$ cat src/rtl/word_dispatch_rr.sv
// word_dispatch_rr: moves one stored word at a time to a ready consumer unit,
// round-robin, then broadcasts the end-of-list marker once every unit is idle.
module word_dispatch_rr #(
    parameter  int N_UNITS      = 4,
    parameter  int WORD_MAX_LEN = 8,
    localparam int AW           = $clog2(WORD_MAX_LEN),
    localparam int LW           = $clog2(WORD_MAX_LEN + 1)
) (
    input  logic               CLK,
    input  logic               rst,
    input  logic               src_empty,
    input  logic [7:0]         src_dout,
    output logic [AW-1:0]      src_rd_addr,
    input  logic [LW-1:0]      src_word_len,
    input  logic [15:0]        src_word_id,
    input  logic               src_word_list_end,
    output logic               src_set_empty,
    input  logic [N_UNITS-1:0] unit_ready,
    output logic [N_UNITS-1:0] unit_sel,
    output logic               unit_hdr_wr,
    output logic [15:0]        unit_word_id,
    output logic [LW-1:0]      unit_word_len,
    output logic               unit_wr_en,
    output logic [7:0]         unit_dout,
    output logic               unit_list_end,
    output logic               busy
);

    localparam int IW = (N_UNITS > 1) ? $clog2(N_UNITS) : 1;
    localparam logic [IW-1:0] LAST_IDX = IW'(N_UNITS - 1);
    localparam logic [LW-1:0] MAX_LEN  = LW'(WORD_MAX_LEN);

    typedef enum logic [2:0] {
        S_IDLE,
        S_ARB,
        S_HDR,
        S_XFER,
        S_RELEASE,
        S_END_WAIT,
        S_END_PULSE
    } state_t;

    state_t             state_q;
    logic [IW-1:0]      last_grant_q;
    logic [AW-1:0]      rd_addr_q;
    logic [LW-1:0]      cnt_q;
    logic [N_UNITS-1:0] sel_q;
    logic               hdr_wr_q;
    logic               wr_en_q;
    logic               list_end_q;
    logic               set_empty_q;
    logic [15:0]        word_id_q;
    logic [LW-1:0]      word_len_q;

    logic [LW-1:0]      len_clamped;
    logic [LW-1:0]      last_byte;
    logic               addr_at_end;

    logic               grant_found;
    logic [IW-1:0]      grant_idx;
    logic [N_UNITS-1:0] grant_oh;
    int                 cand;
    logic [IW-1:0]      cand_idx;

    // Oversized lengths are truncated so the read address never wraps.
    assign len_clamped = (src_word_len > MAX_LEN) ? MAX_LEN : src_word_len;
    assign last_byte   = word_len_q - LW'(1);
    assign addr_at_end = (LW'(rd_addr_q) == last_byte);

    // Round-robin search starting just after the previously granted unit.
    always_comb begin
        grant_found = 1'b0;
        grant_idx   = '0;
        grant_oh    = '0;
        cand        = 0;
        cand_idx    = '0;
        for (int k = 0; k < N_UNITS; k++) begin
            cand = int'(last_grant_q) + 1 + k;
            if (cand >= N_UNITS) begin
                cand = cand - N_UNITS;
            end
            cand_idx = IW'(cand);
            if (!grant_found && unit_ready[cand_idx]) begin
                grant_found = 1'b1;
                grant_idx   = cand_idx;
            end
        end
        grant_oh[grant_idx] = grant_found;
    end

    // Dispatch sequencer: state, grant history and every registered output.
    always_ff @(posedge CLK) begin
        if (rst) begin
            state_q      <= S_IDLE;
            last_grant_q <= LAST_IDX;
            rd_addr_q    <= '0;
            cnt_q        <= '0;
            sel_q        <= '0;
            hdr_wr_q     <= 1'b0;
            wr_en_q      <= 1'b0;
            list_end_q   <= 1'b0;
            set_empty_q  <= 1'b0;
            word_id_q    <= '0;
            word_len_q   <= '0;
        end else begin
            unique case (state_q)
                S_IDLE: begin
                    if (!src_empty) begin
                        state_q <= src_word_list_end ? S_END_WAIT : S_ARB;
                    end
                end
                S_ARB: begin
                    if (grant_found) begin
                        sel_q        <= grant_oh;
                        last_grant_q <= grant_idx;
                        hdr_wr_q     <= 1'b1;
                        word_id_q    <= src_word_id;
                        word_len_q   <= len_clamped;
                        rd_addr_q    <= '0;
                        state_q      <= S_HDR;
                    end
                end
                S_HDR: begin
                    hdr_wr_q <= 1'b0;
                    cnt_q    <= '0;
                    if (word_len_q != '0) begin
                        wr_en_q <= 1'b1;
                        if (!addr_at_end) begin
                            rd_addr_q <= rd_addr_q + AW'(1);
                        end
                        state_q <= S_XFER;
                    end else begin
                        sel_q       <= '0;
                        set_empty_q <= 1'b1;
                        state_q     <= S_RELEASE;
                    end
                end
                S_XFER: begin
                    if (cnt_q == last_byte) begin
                        wr_en_q     <= 1'b0;
                        sel_q       <= '0;
                        set_empty_q <= 1'b1;
                        state_q     <= S_RELEASE;
                    end else begin
                        cnt_q <= cnt_q + LW'(1);
                        if (!addr_at_end) begin
                            rd_addr_q <= rd_addr_q + AW'(1);
                        end
                    end
                end
                S_RELEASE: begin
                    set_empty_q <= 1'b0;
                    rd_addr_q   <= '0;
                    state_q     <= S_IDLE;
                end
                S_END_WAIT: begin
                    if (&unit_ready) begin
                        list_end_q  <= 1'b1;
                        set_empty_q <= 1'b1;
                        state_q     <= S_END_PULSE;
                    end
                end
                S_END_PULSE: begin
                    list_end_q   <= 1'b0;
                    set_empty_q  <= 1'b0;
                    last_grant_q <= LAST_IDX;
                    state_q      <= S_IDLE;
                end
                default: begin
                    state_q <= S_IDLE;
                end
            endcase
        end
    end

    assign src_rd_addr   = rd_addr_q;
    assign src_set_empty = set_empty_q;
    assign unit_sel      = sel_q;
    assign unit_hdr_wr   = hdr_wr_q;
    assign unit_word_id  = word_id_q;
    assign unit_word_len = word_len_q;
    assign unit_wr_en    = wr_en_q;
    assign unit_dout     = wr_en_q ? src_dout : 8'h00;
    assign unit_list_end = list_end_q;
    assign busy          = (state_q != S_IDLE);

endmodule

$ cat config.mk
export PLATFORM = sky130hd
export DESIGN_NAME = word_dispatch_rr
export DESIGN_NICKNAME = d
export VERILOG_FILES = /design/src/rtl/word_dispatch_rr.sv
export SDC_FILE = /design/constraint.sdc
export NUM_CORES = 1
export LEC_CHECK = 0
export ABC_AREA = 0
export CAP_MARGIN = 20
export CORE_MARGIN = 2
export CORE_UTILIZATION = 25
export CTS_BUF_LIST = sky130_fd_sc_hd__clkbuf_8
export CTS_CLUSTER_DIAMETER = 60
export DETAILED_ROUTE_END_ITERATION = 6
export PLACE_DENSITY = 0.6
export SYNTH_ARGS = -nofsm -noshare
export SYNTH_HDL_FRONTEND = slang
export SYNTH_SLANG_ARGS = --single-unit
$ cat constraint.sdc
create_clock -name CLK -period 5.3 [get_ports CLK]
set_clock_uncertainty 0.15 [all_clocks]
set_input_delay 1.06 -clock CLK [delete_from_list [all_inputs] [get_ports CLK]]
set_output_delay 1.06 -clock CLK [all_outputs]
set_load 0.005 [all_outputs]
# Word level (Yosys, flattened, before mapping)
# Index checks and enable logic that the tools add are counted.
# classes
magnitude_cmp	11
muxes	54
add_sub_neg	11
n_reduce_logical	29
n_eq_ne	15
bitwise_logic	1
# ops
operator	n
two-way mux 3 bit	10
two-way mux 4 bit	5
AND reduction 4 bit	5
two-way mux 2 bit	9
less-than comparator 2 x 3 -> 1 bit (second input constant)	5
two-way mux 1 bit	15
case mux 3 bit (5 select lines)	1
inequality test 2 bit (second input constant)	7
greater-or-equal comparator 4 x 3 -> 1 bit (second input constant)	3
case mux 3 bit (4 select lines)	1
case mux 4 bit (3 select lines)	1
nonzero test 4 bit	3
AND reduction 2 bit	5
== test 3 bit (second input constant)	3
adder 3 x 2 -> 4 bit (second input constant)	2
binary-select mux 1 bit (select 2 bit)	4
two-way mux 8 bit	1
case mux 4 bit (2 select lines)	1
nonzero test 2 bit	4
subtractor 2 x 1 -> 2 bit (second input constant)	4
== test 3 x 2 -> 1 bit (second input constant)	2
case mux 1 bit (2 select lines)	3
nonzero test 3 bit	2
adder 3 x 1 -> 4 bit (second input constant)	1
19 further kinds	24
# word_totals
in_bits	36
output_inout_bits	40
ff_bits	40
wordCells	132

# Depth between registers and ports, before layout
# logic_depth
ltp_word	22
depth_mapped	7
depth_no_buf	7

# Least setup slack after synthesis
# OpenSTA, ideal clock, no wires.
# synth_timing
kind	in2out
startpoint	in src_dout[0]
endpoint	out unit_dout[0]
stages	1
arrival_time_ns	1.203
t_required_ns	4.090
setup_slack_ns	2.887
n_path_buf	0
path_cell_list	and2_1
# synth_via
elab_chain_cells	1
# synth_rtl
item	line_no	source
start, declared	12	input logic [7:0] src_dout,
two-way mux 8 bit	183	assign unit_dout = wr_en_q ? src_dout : 8'h00;
end, declared	24	output logic [7:0] unit_dout,
# Every way passes these cells.

# Worst setup path after layout
# Same ends and word-level chain as after synthesis.

==> impl_metrics.toml <==
[synthesis]
avgSynthCellArea_um2 = 8.058
synth_top_family_by_area = "simple AND/OR/NAND/NOR gates"
yosysTopAreaCell = "dfxtp_1"
netlist_instances = 261
ys_ff_latch = 40
mappedNetlistArea_um2 = 2103
synth_top_area_share = 0.3807
yosys_warnings = 0
async_flop_share = 0
synth_edf_count = 0
seq_area_frac_synth = 0.3807
synth-xor-area-share = 0.05592
synthTopCellsByArea = "dfxtp_1 (38%), nand2_1 (9.5%), a21oi_1 (7.4%)"
ys.flop_type = "dfxtp_1"
synth.mux.area_fraction = 0.01963
synthAdderAreaFrac = 0.02380
yosys.cell_types.count = 51
synth_compound_area_frac = 0.2124
synth-simple-area-share = 0.2570
syn-num-nets = 301

[layout]
synthToLayoutAreaGrowth_pct = 45.45
layout_commonest_cell = "clkdlybuf4s50_1"
final_layout_size_suffix_gt1_frac = 0.07273
final_cell_mix = "clkdlybuf4s50_1 (75), nand2_1 (53), dfxtp_1 (40), a21oi_1 (31), nor2_1 (11)"
post-route-util = 0.3742
finalNetCount = 369
design_area_um2 = 3059
stdcell_count = 435
antenna_cells = 0

[min_path]
hold_path_class = "reg -> reg"

[setup_path]
crit_path_end_kind = "output pin"
path_class = "in -> out"
critPathMaxStageDelay_ps = 490
required_ps = 4090
cp_cell_sequence = "clkdlybuf4s50_1, and2_1, clkdlybuf4s50_1"
critPathLaunchType = "input port"
reg2reg_setup_slack_ps = 2700
crit_fanout = 1
slowest_stage = "clkdlybuf4s50_1"
crit_top_cell = "clkdlybuf4s50_1"
worst_ep_arrival_time_ps = 2140

[sta]
whs_ps = 304.4
tightestPinTransition_ps = 832.0
max_clock_freq_mhz = 298.6
period_needed_ps = 3348
fin_crit_sh = 0.6318
setup_viol = 0
rsz0062_at_grt = "false"
finalSetupTns_ps = 0
slew_headroom = 0.4454
setup_ws_ps = 1952
finalHoldViolCount = 0
drv_slew = 0

[die]
core_um2 = 8175
die-area_um2 = 9162
io_pins = 76
die_y_um = 95.72
rows = 33
die_x_um = 95.72
initial_core_util = 0.2573

[routing]
drt-pass1-iter-count = 4
drcViolationCount = 0
drt-total-wl_um = 5531
postRouteAntennaNets = 0
avgViaCountPerCell = 4.607
drt-initial-drc-count = 83
routedWlPerCell_um = 12.71
dr_total_vias = 2004

[power]
ir_drop_mv = 0.1310
power.density_nw_per_um2 = 322.5
p_sw_frac = 0.3164
p_leak_nw = 1.107
p_sw_mw = 0.3121
combPwrFrac = 0.328
total_power_mw = 0.9865
seqPwrFrac = 0.394
internal-power_mw = 0.6743
p_clk_frac = 0.278

[placed_design]
dpl.cell_count = 427
numPortBuffers = 75
pre_cts_ws_ps = 1937
dpl_cell_area_um2 = 2933
dpl.hpwl_um = 3977
place_congestion = 0.7655

[grt]
grt_pass1_vias = 1796
grt.overflow.total = 0
grt_pass1_wl_um = 8763
grt_max_degree = 30
grt_usage = 0.1218
antenna_found_initial = 0

[flow_run]
drv_cap = 0

[cts]
htreeDepth = 2
cts_inserted_buffers = 5
clockBufferDepth = 2
ctsResizeCount = 0
clkSinkCount = 40
clk_pin_slew_ps = 70
clock_latency_ps = 290
tritoncts = "yes"
post-cts-setup-buffer-count = 0
clock-root-buffer = "clkbuf_8"
postCtsHoldBufs = 0

[status]
status = "complete, no violations"
==> logic make-up after synthesis <==
group                      Yosys count
AOI/OAI and AO/OA                   69
xor gates and xnor gates            11
adders and majority gates            4
buffers and inverters               25
DFF                                 40
muxes                                4
and+or+nand+nor                    108
==> synthesized netlist by cell type, types with 3 or more instances <==
cell and instances:
nor3_1 8, a21oi_1 31, o21ai_0 9, or3_1 4
dfxtp_1 40, nand2_1 53, nand3_1 5, xnor2_1 3
buf_2 4, o2bb2ai_1 4, mux2i_1 3, o211ai_1 3
o32ai_1 3, xor2_1 6, and3_1 3, nand3b_1 4
inv_1 8, ha_1 4, nor2_1 11, clkbuf_1 11
and2_1 8
==> flip-flops by register name, summed over array words and instances (netlist names) <==
register / cells
cnt_q: 4
last_grant_q: 2
src_rd_addr: 3
src_set_empty: 1
state_q: 3
unit_hdr_wr: 1
unit_list_end: 1
unit_sel: 4
unit_word_id: 16
unit_word_len: 4
unit_wr_en: 1
==> final cells by class <==
type	count	area, um^2
Inverter	9	33.78
Fill cell	859	5116
Tap cell	105	131.4
Timing Repair Buffer	77	765.7
Clock buffer	7	96.34
Multi-Input combinational cell	196	1201
Sequential cell	40	800.8
Clock inverter	1	30.03
==> worst max-delay path, delay by kind of cell <==
| family | cells | cell delay, ps |
|---|---|---|
| buf+inv | 2 | 960 |
| simple gates | 1 | 120 |
==> per-layer routing <==
layer | wire [um] | GRT usage
met1 | 2560 | 0.1489
met2 | 2501 | 0.2005
met5 | 0 | 0
met4 | 55 | 0.03214
met3 | 413 | 0.04699
==> path summary, 6_finish.rpt <==
path / from / to / cells after the start
worst max-delay path: src_dout[0] / unit_dout[0] / 3
worst min-delay path: unit_word_id[2] / unit_word_id[2] / 2
worst max register to register: state_q[0] / unit_sel[2] / 4
worst min register to register: unit_word_id[2] / unit_word_id[2] / 2
==> power groups by stage <==
stage,clock (mW),combinational [mW],sequential [mW]
floorplan,0,0.204,0.373
global placement,0,0.323,0.396
detailed placement,0,0.325,0.396
CTS,0.283,0.328,0.389
global route,0.296,0.358,0.397
finish,0.274,0.323,0.389
No activity file was read; power rests on OpenSTA's default activity.
